### config.mk
export PLATFORM = sky130hd
export DESIGN_NAME = atm
export DESIGN_NICKNAME = d
export VERILOG_FILES = /design/src/rtl/atm.sv
export SDC_FILE = /design/constraint.sdc
export NUM_CORES = 1
export LEC_CHECK = 0
export CAP_MARGIN = 0
export CORE_AREA = 5 5 102 104
export DETAILED_ROUTE_END_ITERATION = 8
export DIE_AREA = 0 0 107 109
export GPL_TIMING_DRIVEN = 0
export PLACE_DENSITY = 0.67
export SKIP_LAST_GASP = 1
export SYNTH_ARGS = -nofsm -noshare
export SYNTH_HDL_FRONTEND = slang
export SYNTH_SLANG_ARGS = --single-unit
### constraint.sdc
create_clock -name clk -period 2.75 [get_ports clk]
set_input_delay 0.4125 -clock clk [delete_from_list [all_inputs] [get_ports clk]]
set_output_delay 0.4125 -clock clk [all_outputs]
set_load 0.02 [all_outputs]
### src/rtl/atm.sv
// Single-account ATM controller.
// Pre-debounced buttons are edge-detected against a registered history and
// drive an FSM covering card insert, login, menu, deposit/withdraw,
// password change and timed lockouts. All outputs decode registers only.
//
// Ports:
//   clk     in   1  system clock, rising edge
//   rst     in   1  asynchronous active-high reset
//   BTN3    in   1  enter / confirm / deposit
//   BTN2    in   1  withdraw / password change
//   BTN1    in   1  back / logout
//   SW      in   4  password or amount entry
//   LED     out  8  [6:0] one-hot state, [7] attempts != 0
//   digit4  out  7  state code        (active-low {g,f,e,d,c,b,a})
//   digit3  out  7  attempts
//   digit2  out  7  balance[7:4]
//   digit1  out  7  balance[3:0]
module atm #(
  parameter int unsigned LOCK_LONG_CYCLES  = 50,
  parameter int unsigned LOCK_SHORT_CYCLES = 25
) (
  input  logic       clk,
  input  logic       rst,
  input  logic       BTN3,
  input  logic       BTN2,
  input  logic       BTN1,
  input  logic [3:0] SW,
  output logic [7:0] LED,
  output logic [6:0] digit4,
  output logic [6:0] digit3,
  output logic [6:0] digit2,
  output logic [6:0] digit1
);

  typedef enum logic [2:0] {
    IDLE   = 3'd0,
    PASS   = 3'd1,
    MENU   = 3'd2,
    MONEY  = 3'd3,
    PW_OLD = 3'd4,
    PW_NEW = 3'd5,
    LOCK   = 3'd6
  } state_t;

  state_t      state, state_n;
  state_t      ret_state, ret_state_n;
  logic [3:0]  password, password_n;
  logic [7:0]  balance, balance_n;
  logic [1:0]  attempts, attempts_n;
  logic [31:0] lock_timer, lock_timer_n;
  logic [2:0]  btn_hist;

  logic [2:0]  press;
  logic        go3, go2, go1;
  logic [8:0]  sum;

  function automatic logic [6:0] seg7(input logic [3:0] v);
    case (v)
      4'h0: seg7 = 7'h40;
      4'h1: seg7 = 7'h79;
      4'h2: seg7 = 7'h24;
      4'h3: seg7 = 7'h30;
      4'h4: seg7 = 7'h19;
      4'h5: seg7 = 7'h12;
      4'h6: seg7 = 7'h02;
      4'h7: seg7 = 7'h78;
      4'h8: seg7 = 7'h00;
      4'h9: seg7 = 7'h10;
      4'hA: seg7 = 7'h08;
      4'hB: seg7 = 7'h03;
      4'hC: seg7 = 7'h46;
      4'hD: seg7 = 7'h21;
      4'hE: seg7 = 7'h06;
      default: seg7 = 7'h0E;
    endcase
  endfunction

  always_ff @(posedge clk or posedge rst) begin
    if (rst) begin
      state      <= IDLE;
      ret_state  <= IDLE;
      password   <= 4'd0;
      balance    <= 8'd0;
      attempts   <= 2'd0;
      lock_timer <= 32'd0;
      btn_hist   <= 3'd0;
    end else begin
      state      <= state_n;
      ret_state  <= ret_state_n;
      password   <= password_n;
      balance    <= balance_n;
      attempts   <= attempts_n;
      lock_timer <= lock_timer_n;
      // History keeps tracking during LOCK so a button held across the end
      // of a lockout does not fire on exit.
      btn_hist   <= {BTN3, BTN2, BTN1};
    end
  end

  // Rising-edge detect with fixed priority BTN3 > BTN2 > BTN1.
  assign press = {BTN3, BTN2, BTN1} & ~btn_hist;
  assign go3   = press[2];
  assign go2   = press[1] & ~press[2];
  assign go1   = press[0] & ~press[2] & ~press[1];
  // Ninth bit flags a deposit that would overflow the 8-bit balance.
  assign sum   = {1'b0, balance} + {5'd0, SW};

  always_comb begin
    state_n      = state;
    ret_state_n  = ret_state;
    password_n   = password;
    balance_n    = balance;
    attempts_n   = attempts;
    lock_timer_n = lock_timer;
    case (state)
      IDLE: begin
        if (go3) begin
          state_n    = PASS;
          attempts_n = 2'd0;
        end
      end
      PASS, PW_OLD: begin
        if (go3) begin
          if (SW == password) begin
            state_n    = (state == PASS) ? MENU : PW_NEW;
            attempts_n = 2'd0;
          end else if (attempts == 2'd2) begin
            // Third wrong entry: long lockout, then logged out.
            state_n      = LOCK;
            ret_state_n  = IDLE;
            lock_timer_n = 32'(LOCK_LONG_CYCLES);
            attempts_n   = 2'd0;
          end else begin
            attempts_n = attempts + 2'd1;
          end
        end else if (go1) begin
          state_n = (state == PASS) ? IDLE : MENU;
        end
      end
      MENU: begin
        if (go3) begin
          state_n = MONEY;
        end else if (go2) begin
          state_n    = PW_OLD;
          attempts_n = 2'd0;
        end else if (go1) begin
          state_n = IDLE;
        end
      end
      MONEY: begin
        if (go3) begin
          if (!sum[8]) balance_n = sum[7:0];
        end else if (go2) begin
          if ({4'd0, SW} <= balance) begin
            balance_n = balance - {4'd0, SW};
          end else begin
            state_n      = LOCK;
            ret_state_n  = MONEY;
            lock_timer_n = 32'(LOCK_SHORT_CYCLES);
          end
        end else if (go1) begin
          state_n = MENU;
        end
      end
      PW_NEW: begin
        if (go3) begin
          password_n = SW;
          state_n    = MENU;
        end else if (go1) begin
          state_n = MENU;
        end
      end
      LOCK: begin
        // Timer holds N on the first LOCK cycle; leaving when it reads 1
        // gives exactly N cycles in LOCK. Buttons are not consulted here.
        if (lock_timer <= 32'd1) begin
          state_n      = ret_state;
          lock_timer_n = 32'd0;
        end else begin
          lock_timer_n = lock_timer - 32'd1;
        end
      end
      default: state_n = IDLE;
    endcase
  end

  assign LED    = {(attempts != 2'd0), 7'(7'd1 << state)};
  assign digit4 = seg7({1'b0, state});
  assign digit3 = seg7({2'b00, attempts});
  assign digit2 = seg7(balance[7:4]);
  assign digit1 = seg7(balance[3:0]);

endmodule

==> results of run 1 <==
-- through the flow --
step                TNS (ns)  setup slack [ns]  hold slack [ns]  utilization (%)  total power, W
global route           -2.31            -0.125            0.457             54.5         0.00580
global placement      -23.78            -0.738            0.486             49.5         0.00457
detailed placement    -19.52            -0.733            0.497             49.7         0.00464
CTS                   -0.411           -0.0577            0.438             51.5         0.00517
finish                 -1.07           -0.0820            0.417             54.5         0.00539
floorplan                  0            0.0189            0.444                -         0.00345
-- placed cells by master, fill, tap and decap left out, types with 10 or more instances in the layout --
cell,synthesis,layout
clkbuf_1,20,12
buf_4,3,20
o21ai_1,16,11
nor2_1,46,46
inv_1,27,25
a22o_1,24,24
nand2_1,37,36
clkdlybuf4s50_1,0,36
dfrtp_1,53,48
a21oi_1,20,20
o21ai_0,36,34
xnor2_1,10,10
nor3_1,26,26
ha_1,27,23
-- layer usage --
| metal | global-route usage (%) | part of all wire (%) | vias to the layer above |
|---|---|---|---|
| li1 | - | - | 1899 |
| met1 | 25.1 | 47 | 1860 |
| met2 | 32.4 | 48 | 105 |
| met3 | 1.72 | 3.7 | 6 |
| met4 | 3.56 | 0.79 | 0 |
| met5 | 0 | 0 | - |
-- repair_timing --
action | 4_1_cts | 5_1_grt
gates resized for setup | 18 | 51
setup endpoints to repair | 51 | 56
buffers inserted | 4 | 15
gates cloned | 0 | 2
endpoints found under the hold margin | 0 | 0
pin swaps | 3 | 27
-- power groups by stage --
stage	logic [W]	registers, W	clock network, W
after floorplan	0.00236	0.00109	0
after global placement	0.00344	0.00113	0
after detailed placement	0.00351	0.00114	0
after CTS	0.00358	0.00113	0.000459
after global routing	0.00412	0.00119	0.000497
final	0.00378	0.00115	0.000449
-- cell type report --
class | instances | area (um^2)
Buffer | 26 | 168
Inverter | 27 | 101
Timing Repair Buffer | 65 | 651
Multi-Input combinational cell | 377 | 2670
Clock inverter | 1 | 7.51
Tap cell | 114 | 143
Sequential cell | 53 | 1330
Clock buffer | 7 | 76.3
Fill cell | 902 | 4310
-- registers in the layout, summed over array words and instances, names as in the netlist --
| name | count |
|---|---|
| lock_timer | 32 |
| balance | 8 |
| password | 4 |
| btn_hist | 3 |
| state | 3 |
| attempts | 2 |
| ret_state | 1 |
-- kinds of logic after synthesis --
family | after synthesis | synth area share (%)
AO/OA/AOI/OAI | 143 | 23.4
AND/OR/NAND/NOR | 179 | 22.5
buffers and inverters | 57 | 6.24
other | 1 | 0.0913
multiplexers | 15 | 4.14
XOR/XNOR | 10 | 2.13
flip-flops | 53 | 32.3
adder cells (fa/ha/maj) | 29 | 9.20
-- how the worst max path moves through the flow --
| stage | start | to | slack, ns | cells after the start |
|---|---|---|---|---|
| 3_5_place_dp | SW[3] | balance[6] | -0.73 | 10 |
| 6_report | lock_timer[26] | lock_timer[2] | -0.08 | 7 |
| 2_1_floorplan | lock_timer[23] | state[0] | 0.02 | 7 |
| 5_1_grt | lock_timer[26] | lock_timer[8] | -0.12 | 7 |
| 4_1_cts | lock_timer[23] | lock_timer[2] | -0.06 | 8 |
| 3_3_place_gp | SW[3] | balance[6] | -0.74 | 10 |
==> flow_summary.toml, run 1 <==
[status]
status = "finished, violations left"
violations = "negative setup slack"

[pwr]
p_int_w = 0.00283
sw_frac_of_total_pct = 47.5
power.density_mw_per_mm2 = 1050
ir_drop_mv = 0.804
pwr-share-seq_pct = 21.4
p_switching_w = 0.00256
comb_power_share_pct = 70.3
leakagePower_nw = 2.35
pwr-share-clk_pct = 8.3

[global_routing]
grt_pass1_wl_um = 17900
grt_use_total_pct = 18.5
antenna_found_initial = 0
grt_max_degree = 36
grt_pass1_vias = 3685
grt_overflow = 0

[critical_path]
critPathCaptureType = "flop"
reg2reg_depth = 7
crit_path_max_fanout = 10
timing.rr.end = "lock_timer[2]"
slowest_delay_ns = 0.59
critPathLaunchType = "flop"
crit_family = "simple AND/OR/NAND/NOR gates"
rrSetupSlack_ns = -0.08
crit_required_ns = 2.95
r2r_start = "lock_timer[26]"
critical_path_class = "flop to flop"
arrival_ns = 3.03
cp_cell_sequence = "or4_4 -> or4b_4 -> nor4_4 -> or2b_4 -> buf_8 -> o21ai_1 -> a22o_1"
path_buf_inv = 1
slowest_stage = "or4b_4"

[synthesis]
netlist_top_cells_count = "dfrtp_1, nor2_1, nand2_1, o21ai_0"
yosys_register_bits = 53
syn_area_mm2 = 0.00411
synth.most_common_cell = "dfrtp_1"
yosysWarnings = 0
yosysSeqAreaShare_pct = 32.3
synthArstFlopShare_pct = 100
synth_area_leaders = "dfrtp_1, ha_1, a22o_1, o21ai_0, nor2_1"
synth_top_cell_area_share_pct = 32.3
synthCells = 487
syn_area_per_cell_um2 = 8.43
syn-num-nets = 525
synth_flop_cell = "dfrtp_1"
synth.distinct_cells = 64
yosys.area.top_type = "dfrtp_1"
synth-edff-count = 0

[routing]
drt_pass1_iterations = 5
wl_per_cell_um = 16.0
dr_total_vias = 3870
drcViolationCount = 0
viasPerCell = 5.78
drt_iter0_markers = 270
ant_nets = 0
postRouteWirelength_um = 10700

[place]
port-buffer-count = 43
placed_area_mm2 = 0.00470
dp_cells = 645
globalplace.congestion = 0.909
place_hpwl_um = 7610

[cts]
clockBufferDepth = 2
cts_sinks = 53
cts_tree = "yes"
cts.clk_slew.worst_paths_ns = 0.10
clk_latency_ns = 0.31
cts_max_level = 2
cts_root_buf = "clkbuf_8"
cts_buffers = 5
hold_buffers = 0

[floorplanning]
coreArea_mm2 = 0.00946
chipWidth_um = 107
dieArea_mm2 = 0.0117
initial_core_util_pct = 43.4
ios = 45
die_h_um = 109
core.rowCount = 36

[sta]
setup_slack_ns = -0.0820
fin_worst_skew_ns = 0.00970
finalMaxSlewViolations = 0
hold_viol = 0
tightest_slew_ns = 0.563
rsz0062_at_grt = "yes"
setup_viol = 26
clock.fmax_ghz = 0.353
min_period_over_period_pct = 103
max-slew-margin-rel_pct = 62.1
period_needed_ns = 2.83

[cells_and_area]
antennaDiodeCount = 0
fin_nets = 593
design_area_mm2 = 0.00515
stdcell_count = 670
drive_above_1_share_pct = 17.3
syn_to_final_growth_pct = 25.4

[min_path]
hold_class = "input pin to asynchronous set/reset pin"

[job]
drv_cap = 0
(Power assumes the default switching activity.)
==> run 2, diff against run 1 <==
- MAX_ROUTING_LAYER: default -> met4
==> flow_summary.toml, run 2 (synthesis gave the netlist of run 1 again) <==
[routing]
dr_wl_met2_um = 5280
dr_total_vias = 3878
dr.max_layer_used = "met4"
drt_pass1_iterations = 5
dr_wl_met3_um = 322
drcViolationCount = 0
postRouteWirelength_um = 10900
ant_nets = 0
drt_iter0_markers = 278
viasPerCell = 5.78
wl_met1_um = 5190
wl_per_cell_um = 16.2

[cells_and_area]
mostFrequentLayoutCells = "dfrtp_1, nor2_1, nand2_1, clkdlybuf4s50_1, o21ai_0"
top_register = "lock_timer"
stdcell_count = 671
largest_reg_flops = 32
design_area_mm2 = 0.00518
syn_to_final_growth_pct = 26.2
fillers = 896
fin_nets = 594
final_common_cell = "dfrtp_1"
antennaDiodeCount = 0
reg.largest.list = "lock_timer x32, balance x8, password x4"
drive_above_1_share_pct = 17.6

[cts]
hold_buffers = 0
cts.clk_slew.worst_paths_ns = 0.10
clk_latency_ns = 0.31
cts_tree = "yes"
cts_buffers = 5
cts_root_buf = "clkbuf_8"
cts_sinks = 53
cts_max_level = 2
clockBufferDepth = 2

[pwr]
power.density_mw_per_mm2 = 1040
pwr-share-seq_pct = 21.3
leakagePower_nw = 2.36
p_switching_w = 0.00258
comb_power_share_pct = 70.3
p_int_w = 0.00284
ir_drop_mv = 0.807
pwr-share-clk_pct = 8.4
sw_frac_of_total_pct = 47.6

[sta]
finalMaxSlewViolations = 0
period_needed_ns = 2.85
tightest_slew_ns = 0.624
min_period_over_period_pct = 104
setup_viol = 26
max-slew-margin-rel_pct = 58.0
setup_slack_ns = -0.0976
holdWs_ns = 0.418
clock.fmax_ghz = 0.351
fin_worst_skew_ns = 0.0107
rsz0062_at_grt = "yes"
hold_viol = 0

[floorplanning]
chipWidth_um = 107
coreArea_mm2 = 0.00946
ios = 45
dieArea_mm2 = 0.0117
core.rowCount = 36
initial_core_util_pct = 43.4
die_h_um = 109

[critical_path]
critPathCaptureType = "flop"
critPathLaunchType = "flop"
crit_path_max_fanout = 7
path_buf_inv = 1
slowest_stage = "or4b_4"
crit_family = "simple AND/OR/NAND/NOR gates"
arrival_ns = 3.05
cp_cell_sequence = "or4_4 -> or4b_4 -> nor4_4 -> or2b_4 -> nor2_4 -> buf_6 -> a32o_1"
crit_required_ns = 2.95
slowest_delay_ns = 0.59
critical_path_class = "flop to flop"

[status]
status = "finished, violations left"
violations = "negative setup slack"

[global_routing]
grt_max_degree = 36
grt_pass1_vias = 3682
grt_overflow = 0
grt_use_total_pct = 19.0
antenna_found_initial = 0
grt_pass1_wl_um = 17900

[place]
dp_cells = 645
globalplace.congestion = 0.925
place_hpwl_um = 7610
placed_area_mm2 = 0.00470
dp_slack_ns = -0.733
port-buffer-count = 43

[job]
drv_cap = 0

[min_path]
hold_class = "input pin to asynchronous set/reset pin"
## run 2: changes by cell type in the layout (fill, tap and decap cells not counted), sizes merged
cell,delta
clkbuf,+1
## run 2: cell type report
cell class	count	area [um^2]	share of cell area [%]
multi-input cells	377	2680	51.7
plain buffers	26	168	3.24
clock inverters	1	7.51	0.145
well taps	114	143	2.75
clock buffers	7	76.3	1.47
inverters	27	101	1.96
repair buffers	66	676	13.0
flip-flops and latches	53	1330	25.7
## run 2: repair_timing
action,in CTS,in global routing
gates cloned,0,3
setup buffers,4,15
resized for setup,18,51
pin swaps,3,27
setup endpoints to repair,51,56
## run 2: metal layers
metal / vias up / global-route usage, %
li1: 1898 / -
met1: 1869 / 25.1
met2: 103 / 32.5
met3: 8 / 1.66
met4: 0 / 3.56
met5: - / -
## run 2: final timing paths
path | from | end | slack, ns | cells after the start
max | lock_timer[26] | lock_timer[8] | -0.1 | 7
min | rst | lock_timer[23] | 0.42 | 2
max reg2reg | lock_timer[26] | lock_timer[8] | -0.1 | 7
min reg2reg | password[1] | password[1] | 0.52 | 2
max in group asynchronous | rst | state[0] | 1.77 | 3
min in group clk | SW[0] | password[0] | 0.48 | 2
## run 2: power by group through the flow
stage	sequential (W)	clock, W	combinational, W
floorplan	0.00109	0	0.00236
global placement	0.00113	0	0.00344
detailed placement	0.00114	0	0.00351
CTS	0.00113	0.000459	0.00358
global route	0.00119	0.000496	0.00414
finish	0.00116	0.000454	0.00381
## run 2: metrics by stage
step	power [W]	TNS, ns	utilization [%]
floorplan	0.00345	0	-
global placement	0.00457	-23.78	49.5
detailed placement	0.00464	-19.52	49.7
CTS	0.00517	-0.411	51.5
global route	0.00582	-2.45	54.8
finish	0.00541	-1.30	54.8
## run 2: worst register-to-register path: stages (launching register included)
cell     delay, ns
dfrtp_1       0.42
or4_4         0.54
or4b_4        0.59
nor4_4        0.40
or2b_4        0.29
nor2_4        0.10
buf_6         0.15
a32o_1        0.24
==> run 3, diff against run 2 <==
- CTS_CLUSTER_DIAMETER: default -> 150
==> results of run 3 <==
Same layout as run 2: the final DEF is identical, and so are final timing and power.
